`config.mk`:
```
export PLATFORM = sky130hd
export DESIGN_NAME = wb_rr_arbiter
export DESIGN_NICKNAME = d
export VERILOG_FILES = /design/src/rtl/wb_bus_pkg.sv /design/src/rtl/rr_priority_pick.sv /design/src/rtl/wb_rr_arbiter.sv
export SDC_FILE = /design/constraint.sdc
export NUM_CORES = 1
export LEC_CHECK = 0
export ABC_AREA = 1
export CORE_MARGIN = 3
export CORE_UTILIZATION = 44
export DETAILED_ROUTE_END_ITERATION = 12
export GPL_TIMING_DRIVEN = 0
export HOLD_SLACK_MARGIN = 0.08
export PLACE_DENSITY = 0.66
export REMOVE_ABC_BUFFERS = 1
export SYNTH_ARGS = -nofsm -noshare
export SYNTH_HDL_FRONTEND = slang
export SYNTH_SLANG_ARGS = --single-unit
```
`constraint.sdc`:
```
create_clock -name clk_i -period 1.85 [get_ports clk_i]
set_input_delay 0.37 -clock clk_i [delete_from_list [all_inputs] [get_ports clk_i]]
set_output_delay 0.37 -clock clk_i [all_outputs]
set_load 0.1 [all_outputs]
```
`src/rtl/wb_bus_pkg.sv`:
```
// Shared constants, types and helpers for the 4-master / 8-slave 16-bit Wishbone interconnect.
package wb_bus_pkg;

  localparam int unsigned NUM_MASTERS = 4;
  localparam int unsigned MID_W       = 2;

  localparam logic [15:0] TIMEOUT_DEFAULT = 16'd1024;

  typedef enum logic {
    IDLE,
    GRANT
  } arb_state_t;

  function automatic logic [NUM_MASTERS-1:0] mid_onehot(input logic [MID_W-1:0] id);
    logic [NUM_MASTERS-1:0] oh;
    oh     = '0;
    oh[id] = 1'b1;
    return oh;
  endfunction

endpackage

```
`src/rtl/rr_priority_pick.sv`:
```
// Combinational rotating-priority picker: first eligible index after last_owner_i (mod NUM_MASTERS).
module rr_priority_pick
  import wb_bus_pkg::*;
(
  input  logic [NUM_MASTERS-1:0] eligible_i,
  input  logic [MID_W-1:0]       last_owner_i,
  output logic [MID_W-1:0]       pick_o,
  output logic                   valid_o
);

  logic [MID_W-1:0] idx;

  always_comb begin
    pick_o  = '0;
    valid_o = 1'b0;
    idx     = '0;
    for (int unsigned k = 1; k <= NUM_MASTERS; k++) begin
      idx = last_owner_i + MID_W'(k);
      if (!valid_o && eligible_i[idx]) begin
        pick_o  = idx;
        valid_o = 1'b1;
      end
    end
  end

endmodule

```
`src/rtl/wb_rr_arbiter.sv`:
```
// Round-robin Wishbone bus arbiter with registered one-hot grant held for the whole bus cycle.
// Optional stall watchdog enabled by defining WB_ARB_TIMEOUT_EN.
module wb_rr_arbiter
  import wb_bus_pkg::*;
#(
  parameter logic [15:0] TIMEOUT = TIMEOUT_DEFAULT
) (
  input  logic                   clk_i,
  input  logic                   rst_i,
  input  logic [NUM_MASTERS-1:0] request,
  input  logic                   ack_i,
  output logic [NUM_MASTERS-1:0] grant,
  output logic [MID_W-1:0]       owner_o,
  output logic                   busy_o,
  output logic                   timeout_o
);

  arb_state_t             state_q;
  logic [NUM_MASTERS-1:0] grant_q;
  logic [MID_W-1:0]       owner_q;
  logic [MID_W-1:0]       last_q;
  logic                   busy_q;

  logic [NUM_MASTERS-1:0] block_mask;
  logic [NUM_MASTERS-1:0] eligible;
  logic [MID_W-1:0]       pick;
  logic                   pick_valid;
  logic                   wd_expire;

  assign eligible = request & ~block_mask;

  rr_priority_pick u_pick (
    .eligible_i   (eligible),
    .last_owner_i (last_q),
    .pick_o       (pick),
    .valid_o      (pick_valid)
  );

`ifdef WB_ARB_TIMEOUT_EN
  logic [15:0]            wd_q;
  logic                   timeout_q;
  logic [NUM_MASTERS-1:0] block_q;

  // Release has priority: expiry only counts while the owner still requests.
  assign wd_expire = (state_q == GRANT) && request[owner_q] && !ack_i &&
                     (wd_q == TIMEOUT - 16'd1);

  always_ff @(posedge clk_i) begin
    if (rst_i) begin
      wd_q      <= '0;
      timeout_q <= 1'b0;
      block_q   <= '0;
    end else begin
      timeout_q <= wd_expire;
      block_q   <= block_q & request;
      if (wd_expire) block_q[owner_q] <= 1'b1;
      if (state_q == IDLE || ack_i) wd_q <= '0;
      else                          wd_q <= wd_q + 16'd1;
    end
  end

  assign timeout_o  = timeout_q;
  assign block_mask = block_q;
`else
  logic [16:0] unused_cfg;
  assign unused_cfg = {ack_i, TIMEOUT};
  assign wd_expire  = 1'b0;
  assign timeout_o  = 1'b0;
  assign block_mask = '0;
`endif

  always_ff @(posedge clk_i) begin
    if (rst_i) begin
      state_q <= IDLE;
      grant_q <= '0;
      owner_q <= '0;
      busy_q  <= 1'b0;
      last_q  <= MID_W'(NUM_MASTERS - 1);
    end else begin
      case (state_q)
        IDLE: begin
          if (pick_valid) begin
            grant_q <= mid_onehot(pick);
            owner_q <= pick;
            busy_q  <= 1'b1;
            state_q <= GRANT;
          end
        end
        GRANT: begin
          if (!request[owner_q] || wd_expire) begin
            grant_q <= '0;
            owner_q <= '0;
            busy_q  <= 1'b0;
            last_q  <= owner_q;
            state_q <= IDLE;
          end
        end
        default: state_q <= IDLE;
      endcase
    end
  end

  always_ff @(posedge clk_i) begin
    if (!rst_i) assert ($onehot0(grant_q));
  end

  assign grant   = grant_q;
  assign owner_o = owner_q;
  assign busy_o  = busy_q;

endmodule

```
==> results.cfg <==
[run_status]
status = complete, no violations

[routing]
dr.first_iter.drc_count = 21
num_vias = 749
route.detailed.drc = 0
wl_per_cell_um = 10.79
avgViaCountPerCell = 4.895
drt-total-wl_mm = 1.651
dr.pass1.iters = 4
antenna_left = 0

[synth]
synth_compound_area_share_pct = 11.54
synth-edff-count = 0
yosys_warnings = 0
syn_avg_cell_area_um2 = 7.133
synth-simple-area-share_pct = 51.72
synth_mux_area_share_pct = 0
synth_top_family_by_area = simple AND/OR/NAND/NOR gates
yosysTopAreaCellShare_pct = 23.99
async_reset_ff_share_pct = 0
yosysUniqueCellTypes = 24
yosysSeqAreaShare_pct = 23.99
yosysMostFrequentCell = nand2_1
synth_xor_area_share_pct = 0
yosys.area_share.adder_pct = 0
synth-seq-cells = 10
syn_inst = 117
synth_top_area_cell = dfxtp_1
syn_area_um2 = 834.6
synthTopCellsByArea = dfxtp_1 (24%), nand2_1 (15%), nand2_4 (11%)
ys.flop_type = dfxtp_1
synthTopCellsByCount = nand2_1 (33), nand3_1 (12), inv_1 (11)

[global_routing]
grt_use_total_pct = 15.31
grt_start_max_net_pins = 13
antenna_found_initial = 0
grt.overflow.total = 0
grt_pass1_wl_mm = 3.036
grt_pass1_vias = 704

[critical_path]
cp.arrival_ns = 1.44
crit_slowest_cell = dlygate4sd2_1
r2r_setup_slack_ns = 0.18
critPathMaxStageDelay_ns = 0.85
path_class = reg2out
endpoint_kind = output pin
cp_cell_sequence = dlygate4sd2_1
cp.required_ns = 1.48
cp_num_buf_inv = 1
critPathTopFamily = buffers and inverters
critical_path_peak_fanout = 2
critPathLaunchType = flop

[timing]
max_slew_margin_pct = 36.60
drv_slew = 0
fmax_mhz = 553.6
finalCritPeriodShare_pct = 97.64
rsz0062_at_grt = false
period_minus_slack_ns = 1.806
finalHoldViolCount = 0
worst_pin_slew_ns = 0.9547
fin_skew_ns = 0.001010
setup_violations = 0

[cts]
tritoncts = yes
cts.sinks = 10
clk_pin_slew_worst_paths_ns = 0.06
numCtsBuffers = 3
cts_hold_buffers = 0
clkLatencyLatePin_ns = 0.26
clockBufferDepth = 2
root_buffer = clkbuf_4
ctsHtreeMaxLevel = 1

[floorplanning]
pin_count = 15
coreArea_mm2 = 0.001764
die_area_mm2 = 0.002455
die_width_um = 49.55
die_h_um = 49.55
rows = 15
start_util_pct = 47.30

[power_and_ir_drop]
power.density_mw_per_mm2 = 1984
ir_worst_vdd_v = 0.001063
leakagePower_nw = 0.5051

[layout]
diodes = 0
synthToLayoutAreaGrowth_pct = 17.09
stdcell_count = 153
finalNetCount = 137
fin_util_pct = 55.39
drive_above_1_share_pct = 25.00

[placement]
dp_cells = 150
post-dp-hpwl_mm = 1.256
gp_congestion = 0.7563
portBuffers = 12

[flow_run]
drv_cap = 0

[hold_path]
hp-class = reg2reg
==> flip-flops by register name, indices dropped and copies added (netlist names) <==
register and cells:
state_q 1, last_q 2, owner_o 2, busy_o 1
grant 4
==> per-layer routing <==
layer / up-vias / routed length [um] / GRT usage [%]
met4: 0 / 15 / 5.530
met3: 2 / 60 / 3.625
met2: 10 / 767 / 22.03
met1: 338 / 807 / 21.92
li1: 399 / - / -
met5: - / 0 / 0
==> cells in the final DEF (no fill, tap or decap), drive strengths merged <==
| cell | count |
|---|---|
| clkdlybuf4s15 | 5 |
| nor2 | 6 |
| dfxtp | 10 |
| inv | 14 |
| conb | 1 |
| clkdlybuf4s50 | 3 |
| clkbuf | 3 |
| nand4 | 4 |
| dlygate4sd2 | 2 |
| nand2 | 49 |
| o211ai | 3 |
| o21ai | 2 |
| nand3b | 2 |
| dlymetal6s2s | 2 |
| a21boi | 1 |
| nand3 | 12 |
| a21oi | 9 |
==> cell type report <==
| cell class | count | area [um^2] |
|---|---|---|
| inverter | 14 | 60.06 |
| sequential | 10 | 203.9 |
| tap | 25 | 31.28 |
| fill | 183 | 787.0 |
| multi-input combinational | 89 | 534.3 |
| clock buffer | 3 | 22.52 |
| timing repair buffer | 12 | 125.1 |
==> cell families (layout without fill, tap and decap cells) <==
family                 after synthesis  in the layout
AND/OR/NAND/NOR                     73             73
buffers and inverters               18             29
AO/OA/AOI/OAI                       15             15
other                                1              1
flip-flops                          10             10
==> stage by stage <==
| stage | TNS [ns] | setup slack (ns) | hold WS (ns) | area [um^2] | power [mW] |
|---|---|---|---|---|---|
| floorplan | -0.3672 | -0.06809 | 0.4324 | 792.0 | 1.553 |
| global placement | -1.350 | -0.2001 | 0.4496 | 943.4 | 1.795 |
| detailed placement | -1.472 | -0.2072 | 0.4582 | 943.4 | 1.814 |
| CTS | 0 | 0.009817 | 0.4646 | 963.4 | 1.932 |
| global route | 0 | 0.001355 | 0.4930 | 977.2 | 2.093 |
| finish | 0 | 0.04365 | 0.4640 | 977.2 | 1.939 |
==> final timing paths <==
check | from | endpoint | cells after the start
setup reg to reg | last_q[0] | owner_o[0] | 12
hold reg to reg | grant[3] | grant[3] | 2
hold / removal | grant[3] | grant[3] | 2
setup / recovery | grant[3] | grant[3] | 1
==> power by group <==
group | internal (mW) | switching [mW]
Clock | 0.0749 | 0.0690
Sequential | 0.301 | 0.0979
Combinational | 0.378 | 1.02
Total | 0.754 | 1.18
==> timing repair <==
item                                   CTS  global route
pin swaps                                0             1
setup endpoints to repair               13             9
buffers inserted                         0             0
endpoints found under the hold margin    0             0
gates resized for setup                 12             7
Note: power is estimated with default switching activity, not from simulation.
